File: src/rtl/mem_stage_if.sv
// ============================================================================
// Module   : mem_stage_if
// Purpose  : EX->MEM->WB handshake, data-SRAM response and forwarding signals.
// Revision : 1.0 - initial release
// ============================================================================
`default_nettype none

interface mem_stage_if;
  logic         es_to_ms_valid;
  logic [114:0] es_to_ms_bus;
  logic         ms_allowin;
  logic         ws_allowin;
  logic         ms_to_ws_valid;
  logic [110:0] ms_to_ws_bus;
  logic         data_sram_data_ok;
  logic [31:0]  data_sram_rdata;
  logic         flush;
  logic         ms_fwd_valid;
  logic [4:0]   ms_rf_dest;
  logic [31:0]  ms_rf_wdata;
  logic         ms_ex_o;

  // Surrounding pipeline / environment view
  modport master (
    output es_to_ms_valid, es_to_ms_bus, ws_allowin,
    output data_sram_data_ok, data_sram_rdata, flush,
    input  ms_allowin, ms_to_ws_valid, ms_to_ws_bus,
    input  ms_fwd_valid, ms_rf_dest, ms_rf_wdata, ms_ex_o
  );

  // MEM stage view
  modport slave (
    input  es_to_ms_valid, es_to_ms_bus, ws_allowin,
    input  data_sram_data_ok, data_sram_rdata, flush,
    output ms_allowin, ms_to_ws_valid, ms_to_ws_bus,
    output ms_fwd_valid, ms_rf_dest, ms_rf_wdata, ms_ex_o
  );
endinterface

`default_nettype wire

File: src/rtl/mem_stage.sv
// ============================================================================
// Module   : mem_stage
// Purpose  : Pipeline MEM stage: waits for data-SRAM responses, aligns load
//            data, and discards responses belonging to flushed requests.
// Revision : 1.0 - initial release
// ============================================================================
`default_nettype none

module mem_stage (
  input  logic        clk,
  input  logic        reset,
  mem_stage_if.slave  ms_if
);

  localparam logic [1:0] C_CNT_MAX = 2'd3;

  logic         r_ms_valid;
  logic [114:0] r_bus;
  logic         r_got_data;
  logic [31:0]  r_rdata_buf;
  logic [1:0]   r_cancel_cnt;

  logic [31:0] w_badvaddr;
  logic [4:0]  w_excode;
  logic        w_ex;
  logic        w_mem_req;
  logic [2:0]  w_load_op;
  logic [3:0]  w_gr_strb;
  logic [4:0]  w_dest;
  logic [31:0] w_alu_result;
  logic [31:0] w_pc;

  assign {w_badvaddr, w_excode, w_ex, w_mem_req, w_load_op,
          w_gr_strb, w_dest, w_alu_result, w_pc} = r_bus;

  logic        w_waiting;
  logic        w_own_ok;
  logic        w_stale_ok;
  logic        w_cancel_inc;
  logic        w_ready_go;
  logic        w_allowin;
  logic        w_buffer_rdata;
  logic [1:0]  w_off;
  logic [31:0] w_rdata;
  logic [7:0]  w_byte;
  logic [15:0] w_half;
  logic [31:0] w_final;

  assign w_waiting  = r_ms_valid & w_mem_req & ~w_ex & ~r_got_data;
  // A response belongs to MEM's own request only once all stale ones drained
  assign w_own_ok   = ms_if.data_sram_data_ok & (r_cancel_cnt == 2'd0);
  assign w_stale_ok = ms_if.data_sram_data_ok & (r_cancel_cnt != 2'd0);
  assign w_cancel_inc = ms_if.flush & w_waiting & ~w_own_ok;

  assign w_ready_go = ~w_waiting | w_own_ok;
  assign w_allowin  = ~r_ms_valid | (w_ready_go & ms_if.ws_allowin);
  assign w_buffer_rdata = w_waiting & w_own_ok & ~ms_if.ws_allowin & ~ms_if.flush;

  assign w_off   = w_alu_result[1:0];
  assign w_rdata = r_got_data ? r_rdata_buf : ms_if.data_sram_rdata;
  assign w_byte  = w_rdata[{w_off, 3'b000} +: 8];
  assign w_half  = w_off[1] ? w_rdata[31:16] : w_rdata[15:0];

  always_comb begin
    w_final = w_alu_result;
    case (w_load_op)
      3'd1:    w_final = w_rdata;
      3'd2:    w_final = {{24{w_byte[7]}}, w_byte};
      3'd3:    w_final = {24'd0, w_byte};
      3'd4:    w_final = {{16{w_half[15]}}, w_half};
      3'd5:    w_final = {16'd0, w_half};
      default: w_final = w_alu_result;
    endcase
  end

  always_ff @(posedge clk) begin
    if (reset) begin
      r_ms_valid <= 1'b0;
    end else if (ms_if.flush) begin
      r_ms_valid <= 1'b0;
    end else if (w_allowin) begin
      r_ms_valid <= ms_if.es_to_ms_valid;
    end
  end

  always_ff @(posedge clk) begin
    if (reset) begin
      r_bus <= '0;
    end else if (ms_if.es_to_ms_valid && w_allowin) begin
      r_bus <= ms_if.es_to_ms_bus;
    end
  end

  // Holds a response that arrived while WB was stalled
  always_ff @(posedge clk) begin
    if (reset) begin
      r_got_data  <= 1'b0;
      r_rdata_buf <= 32'd0;
    end else if (ms_if.flush) begin
      r_got_data  <= 1'b0;
      r_rdata_buf <= 32'd0;
    end else if (w_buffer_rdata) begin
      r_got_data  <= 1'b1;
      r_rdata_buf <= ms_if.data_sram_rdata;
    end else if (w_allowin) begin
      r_got_data  <= 1'b0;
      r_rdata_buf <= 32'd0;
    end
  end

  always_ff @(posedge clk) begin
    if (reset) begin
      r_cancel_cnt <= 2'd0;
    end else if (w_cancel_inc && !w_stale_ok) begin
      if (r_cancel_cnt != C_CNT_MAX) begin
        r_cancel_cnt <= r_cancel_cnt + 2'd1;
      end
    end else if (!w_cancel_inc && w_stale_ok) begin
      r_cancel_cnt <= r_cancel_cnt - 2'd1;
    end
  end

  assign ms_if.ms_allowin     = w_allowin;
  assign ms_if.ms_to_ws_valid = r_ms_valid & w_ready_go & ~ms_if.flush;
  assign ms_if.ms_to_ws_bus   = {w_badvaddr, w_excode, w_ex, w_gr_strb,
                                 w_dest, w_final, w_pc};
  assign ms_if.ms_fwd_valid   = r_ms_valid & w_ready_go & (w_gr_strb != 4'd0) & ~w_ex;
  assign ms_if.ms_rf_dest     = (r_ms_valid && w_gr_strb != 4'd0) ? w_dest : 5'd0;
  assign ms_if.ms_rf_wdata    = w_final;
  assign ms_if.ms_ex_o        = r_ms_valid & w_ex;

endmodule

`default_nettype wire

File: src/flat_wrapper.sv
// flat-port wrapper written by rule: the top's interface ports become plain ports
module mem_stage_flat 
  (clk, reset, ms_if_es_to_ms_valid, ms_if_es_to_ms_bus, ms_if_ws_allowin, ms_if_data_sram_data_ok, ms_if_data_sram_rdata, ms_if_flush, ms_if_ms_allowin, ms_if_ms_to_ws_valid, ms_if_ms_to_ws_bus, ms_if_ms_fwd_valid, ms_if_ms_rf_dest, ms_if_ms_rf_wdata, ms_if_ms_ex_o);
  mem_stage_if ms_if_i ();
  input  logic clk;
  input  logic reset;
  input wire logic [$bits(ms_if_i.es_to_ms_valid)-1:0] ms_if_es_to_ms_valid;
  input wire logic [$bits(ms_if_i.es_to_ms_bus)-1:0] ms_if_es_to_ms_bus;
  input wire logic [$bits(ms_if_i.ws_allowin)-1:0] ms_if_ws_allowin;
  input wire logic [$bits(ms_if_i.data_sram_data_ok)-1:0] ms_if_data_sram_data_ok;
  input wire logic [$bits(ms_if_i.data_sram_rdata)-1:0] ms_if_data_sram_rdata;
  input wire logic [$bits(ms_if_i.flush)-1:0] ms_if_flush;
  output wire logic [$bits(ms_if_i.ms_allowin)-1:0] ms_if_ms_allowin;
  output wire logic [$bits(ms_if_i.ms_to_ws_valid)-1:0] ms_if_ms_to_ws_valid;
  output wire logic [$bits(ms_if_i.ms_to_ws_bus)-1:0] ms_if_ms_to_ws_bus;
  output wire logic [$bits(ms_if_i.ms_fwd_valid)-1:0] ms_if_ms_fwd_valid;
  output wire logic [$bits(ms_if_i.ms_rf_dest)-1:0] ms_if_ms_rf_dest;
  output wire logic [$bits(ms_if_i.ms_rf_wdata)-1:0] ms_if_ms_rf_wdata;
  output wire logic [$bits(ms_if_i.ms_ex_o)-1:0] ms_if_ms_ex_o;
  assign ms_if_i.es_to_ms_valid = ms_if_es_to_ms_valid;
  assign ms_if_i.es_to_ms_bus = ms_if_es_to_ms_bus;
  assign ms_if_i.ws_allowin = ms_if_ws_allowin;
  assign ms_if_i.data_sram_data_ok = ms_if_data_sram_data_ok;
  assign ms_if_i.data_sram_rdata = ms_if_data_sram_rdata;
  assign ms_if_i.flush = ms_if_flush;
  assign ms_if_ms_allowin = ms_if_i.ms_allowin;
  assign ms_if_ms_to_ws_valid = ms_if_i.ms_to_ws_valid;
  assign ms_if_ms_to_ws_bus = ms_if_i.ms_to_ws_bus;
  assign ms_if_ms_fwd_valid = ms_if_i.ms_fwd_valid;
  assign ms_if_ms_rf_dest = ms_if_i.ms_rf_dest;
  assign ms_if_ms_rf_wdata = ms_if_i.ms_rf_wdata;
  assign ms_if_ms_ex_o = ms_if_i.ms_ex_o;
  mem_stage u_core (.clk(clk), .reset(reset), .ms_if(ms_if_i));
endmodule
File: config.mk
export PLATFORM = sky130hd
export DESIGN_NAME = mem_stage_flat
export DESIGN_NICKNAME = d
export VERILOG_FILES = /design/src/rtl/mem_stage_if.sv /design/src/rtl/mem_stage.sv /design/src/flat_wrapper.sv
export SDC_FILE = /design/constraint.sdc
export NUM_CORES = 1
export LEC_CHECK = 0
export CORE_MARGIN = 2
export CORE_UTILIZATION = 45
export CTS_CLUSTER_DIAMETER = 50
export DETAILED_ROUTE_END_ITERATION = 7
export GPL_TIMING_DRIVEN = 0
export PLACE_DENSITY = 0.8
export SLEW_MARGIN = 20
export SYNTH_ARGS = -nofsm -noshare
export SYNTH_HDL_FRONTEND = slang
export SYNTH_SLANG_ARGS = --single-unit
File: constraint.sdc
create_clock -name clk -period 3.2 [get_ports clk]
set_input_delay 0.64 -clock clk [delete_from_list [all_inputs] [get_ports clk]]
set_output_delay 0.64 -clock clk [all_outputs]
set_load 0.01 [all_outputs]
Word-level counts from Yosys, hierarchy flattened
Index checks and enable logic that the tools add are counted.

Bits in registers: 151. Bits of input ports: 153. Latch bits: 0. Output and inout bits: 152. Memories kept: 0. ROM bits: 0. Logic and storage cells: 64. Bits in writable memories: 0.

Eq/ne operators: 7. Div/mod/pow operators: 0. Order comparisons: 0. Reductions and logical operators: 13. Multiplexer cells: 11. Bitwise operators: 25. Shifts and indexed selects: 1. $add $sub $neg: 2. Multiply operators: 0.

Operators with widths (count): $pmux W32 S5 (1); $mux W32 (3); $shiftx A32 B6 Y8 (1); $and A1 B1 Y1 (16); $mux W16 (1); $not A1 Y1 (7); $eq A3 B2 Y1 const B (2); $eq A3 B3 Y1 const B (2); $mux W2 (3); $reduce_bool A2 Y1 (3); $mux W5 (1); $logic_and A1 B1 Y1 (4); $ne A2 B2 Y1 const B (2); $reduce_bool A4 Y1 (1); $eq A3 B1 Y1 const B (1); $add A2 B1 Y2 const B (1); $logic_not A1 Y1 (2); $logic_not A2 Y1 (1); $mux W1 (2); $or A1 B1 Y1 (2); $reduce_and A2 Y1 (1); $reduce_or A2 Y1 (1); $sub A2 B1 Y2 const B (1).

Depth between registers and ports, before layout
Gate-level depths: netlist of the first run.

Depth after elaboration: 9. Gate-level depth with buffers: 7. Gate-level depth less buffers: 4.

Worst setup path before layout of the first run
OpenSTA, ideal clock, no wires.

Kind: input to output. From: input port ms_if_data_sram_rdata[23]. To: output port ms_if_ms_to_ws_bus[50]. Arrival: 2.096 ns. Slack: 0.464 ns. Data required time: 2.560 ns. Buffers on the path: 2. Stages on the path: 6. Cells stage by stage: mux4_2 nor2_1 o41ai_2 clkbuf_1 a221o_1 buf_4.

Cells in the longest elaborated chain, start to end: 3.

Ends and longest elaborated chain: start, declared (line flat_wrapper.sv:11) `input wire logic [$bits(ms_if_i.data_sram_rdata)-1:0] ms_if_data_sram_rdata;`; $mux W32 (line mem_stage.sv:60) `assign w_rdata = r_got_data ? r_rdata_buf : ms_if.data_sram_rdata;`; $shiftx A32 B6 Y8 (line mem_stage.sv:61) `assign w_byte = w_rdata[{w_off, 3'b000} +: 8];`; $pmux W32 S5 (line mem_stage.sv:66) `case (w_load_op)`; end, declared (line flat_wrapper.sv:15) `output wire logic [$bits(ms_if_i.ms_to_ws_bus)-1:0] ms_if_ms_to_ws_bus;`.

Every way passes these cells.

Worst setup path after layout of the first run
From: input port ms_if_data_sram_rdata[31]. To: output port ms_if_ms_to_ws_bus[54].

Cells in the longest elaborated chain, start to end: 3. Elaborated cells on any way between the ends: 4. Classes of those cells: shift: 1; mux: 3.

Ends and longest elaborated chain (line): $mux W32 * (mem_stage.sv:60); $shiftx A32 B6 Y8 / $mux W16 (equally long branches) (mem_stage.sv:61, mem_stage.sv:62); $pmux W32 S5 * (mem_stage.sv:66).

Mark *: on every way between the ends. The rest lies on a longest branch, timed or not.

==> results of run 1 <==
-- critical path, cell delays in order --
cell             delay [ps]
clkdlybuf4s15_2         220
mux4_2                  500
nor2_4                  190
o41ai_4                 110
buf_4                   180
a221o_1                 310
buf_4                   150
clkdlybuf4s15_2         210
-- cell usage in the layout (no fill, tap or decap), drive strengths merged, types with 9 or more instances in the layout --
master	synthesis	final
clkdlybuf4s50	0	235
nand2b	235	235
buf	135	162
dfxtp	151	151
mux2i	128	128
clkbuf	38	59
dlygate4sd2	0	35
a22o	32	32
nor2	26	26
mux2	20	20
a21oi	11	11
clkdlybuf4s15	0	11
a211o	10	10
a221o	10	10
nand2	10	10
inv	3	10
o21ai	9	9
-- layer usage --
| metal | vias to the layer above | share of wire | GRT usage |
|---|---|---|---|
| met4 | 0 | 0.042 | 0.126 |
| met2 | 347 | 0.48 | 0.446 |
| met1 | 3485 | 0.38 | 0.291 |
| met5 | - | 0 | 0 |
| met3 | 63 | 0.10 | 0.0962 |
| li1 | 3611 | - | - |
-- timing repair --
action / CTS / global route
hold buffers: 0 / 0
cloned: 1 / 0
resized for setup: 148 / 25
hold endpoints to repair: 0 / 0
setup buffers: 13 / 2
pin swaps: 14 / 10
setup endpoints to repair: 64 / 25
-- sequential cells by signal (all words and copies together) (netlist names) --
| name | cells |
|---|---|
| u_core.r_ms_valid | 1 |
| u_core.r_got_data | 1 |
| u_core.r_rdata_buf | 32 |
| u_core.r_bus | 115 |
| u_core.r_cancel_cnt | 2 |
-- how the worst min path moves through the flow --
stage | from | endpoint | slack, ps | cells past startpoint
global placement | u_core.r_rdata_buf[16] | u_core.r_rdata_buf[16] | 450 | 1
floorplan | u_core.r_rdata_buf[0] | u_core.r_rdata_buf[0] | 440 | 1
CTS | u_core.r_bus[4] | u_core.r_bus[4] | 480 | 2
detailed placement | u_core.r_rdata_buf[2] | u_core.r_rdata_buf[2] | 460 | 1
finish | u_core.r_bus[112] | u_core.r_bus[112] | 470 | 2
global route | u_core.r_bus[0] | u_core.r_bus[0] | 490 | 2
-- per-stage QoR --
stage / instances / instance area [um2] / hold slack [ps] / setup TNS (ps)
finish: 1472 / 12700 / 473 / 0
global route: 1471 / 12700 / 493 / -20.6
CTS: 1469 / 12700 / 477 / 0
detailed placement: 1426 / 11800 / 460 / -35580
global placement: 1426 / 11800 / 455 / -35710
floorplan: 888 / 8510 / 443 / 0
-- power by group --
part | switching, mW | internal (mW)
registers | 0.0680 | 1.97
logic | 0.577 | 0.836
clock network | 0.872 | 1.14
-- layout make-up --
type                       instances  area, um2  area share
multi-input combinational        561       4520       0.354
inverter                           3       11.3    0.000883
buffer                           170       1200      0.0943
sequential                       151       3040       0.238
timing repair buffer             320       3100       0.243
tap                              234        293      0.0230
clock inverter                    13        135      0.0106
antenna                            1       2.50    0.000196
clock buffer                      19        453      0.0355
-- kinds of logic (layout without fill, tap and decap cells) --
kind of cell | count (synthesis) | count (layout) | share of synthesized area
DFF | 151 | 151 | 0.355
buffers and inverters | 176 | 525 | 0.133
and+or+nand+nor | 302 | 302 | 0.218
other | 0 | 1 | 0
muxes | 155 | 155 | 0.196
AOI/OAI and AO/OA | 104 | 104 | 0.0979
==> results.ini, run 1 <==
[synthesis]
syn_area_mm2 = 0.00851
synth_top_cell_area_share = 0.355
synth_ff_type = dfxtp_1
ys_warn_count = 0
ys_ff_latch = 151
syn_nets = 1041
yosys.area.top_type = dfxtp_1
synth-edff-count = 0
ys_top_cells_by_count = 235 x nand2b_1, 151 x dfxtp_1, 128 x mux2i_1
synth.area.top_cells = dfxtp_1 36%, nand2b_1 17%, mux2i_1 15%
synth.most_common_cell = nand2b_1
synth_cell_types = 50
ys_seq_area_frac = 0.355
synth_async_sr_flop_share = 0
avgSynthCellArea_um2 = 9.58
synthCells = 888

[clock_network]
root_buffer = clkbuf_16
clock-sinks = 151
cts_buffer_depth = 2
cts_tree = done
htree_levels = 4
path_clk_slew_ps = 60
cts_buffers = 17
clkLatencyLatePin_ps = 430

[sta]
hold_viol_final = 0
finalSetupViolations = 0
finalCritPeriodShare = 0.986
fin_crit_ps = 3160
max_slew_margin = 0.558
tightest_slew_ps = 663
setup_ws_ps = 43.2
clock.fmax_ghz = 0.317
fin_skew_ps = 7.69
final-max-slew-violation-count = 0
rsz0062_at_grt = yes

[global_route]
grt_usage = 0.262
grt_max_degree = 17
antenna_found_initial = 1
grt-ovfl-total = 0
first_global_vias = 7530
grt_pass1_wl_um = 40700

[detailed_routing]
viasPerCell = 5.10
wirelength_um = 26400
drc = 0
vias = 7506
antenna_left = 0
routedWlPerCell_um = 17.9
first_pass_iters = 4
drt_first_iter_violations = 353

[power]
leakage_nw = 5.48
power_mw = 5.46
pwr_density_cell_mw_per_mm2 = 429
ir_drop_v = 0.000354

[floorplanning]
die_h_um = 142
pin_count = 305
num_rows = 50
core_area_mm2 = 0.0186
die-area_mm2 = 0.0200
initial_core_util = 0.456
chipWidth_um = 142

[hold_path]
hold_path_class = register to register

[critical_path]
cp.required_ps = 2560
regToRegStartpoint = u_core.r_cancel_cnt[0]
crit_path_end_kind = primary output
cp-start-kind = input pin
rr_endpoint = u_core.r_bus[79]
cp_max_fo = 5
cp_data_arrival_time_ps = 2520
endpoint = ms_if_ms_to_ws_bus[54]
reg2reg_depth = 7
rrSetupSlack_ps = 930
worst-setup-path-type = input pin to primary output
critical_path.startpoint = ms_if_data_sram_rdata[31]

[layout]
drive_above_1_share = 0.218
fin_nets = 1377
areaGrowthSynthToFinish_pct = 49.8
final_util = 0.684
nFillCells = 1501

[placed_design]
dp_hpwl_um = 20000
preCtsSetupSlack_ps = -1040
place_congestion = 0.973
numPortBuffers = 304

[status]
run_status = completed

[flow_run]
drv_cap = 0

Note: power is estimated with default switching activity, not from simulation.
==> run 2: changes to the inputs <==
- SLEW_MARGIN: 20 -> not set
==> results of run 2 <==
Same layout as run 1: the final DEF is identical, and so are final timing and power.
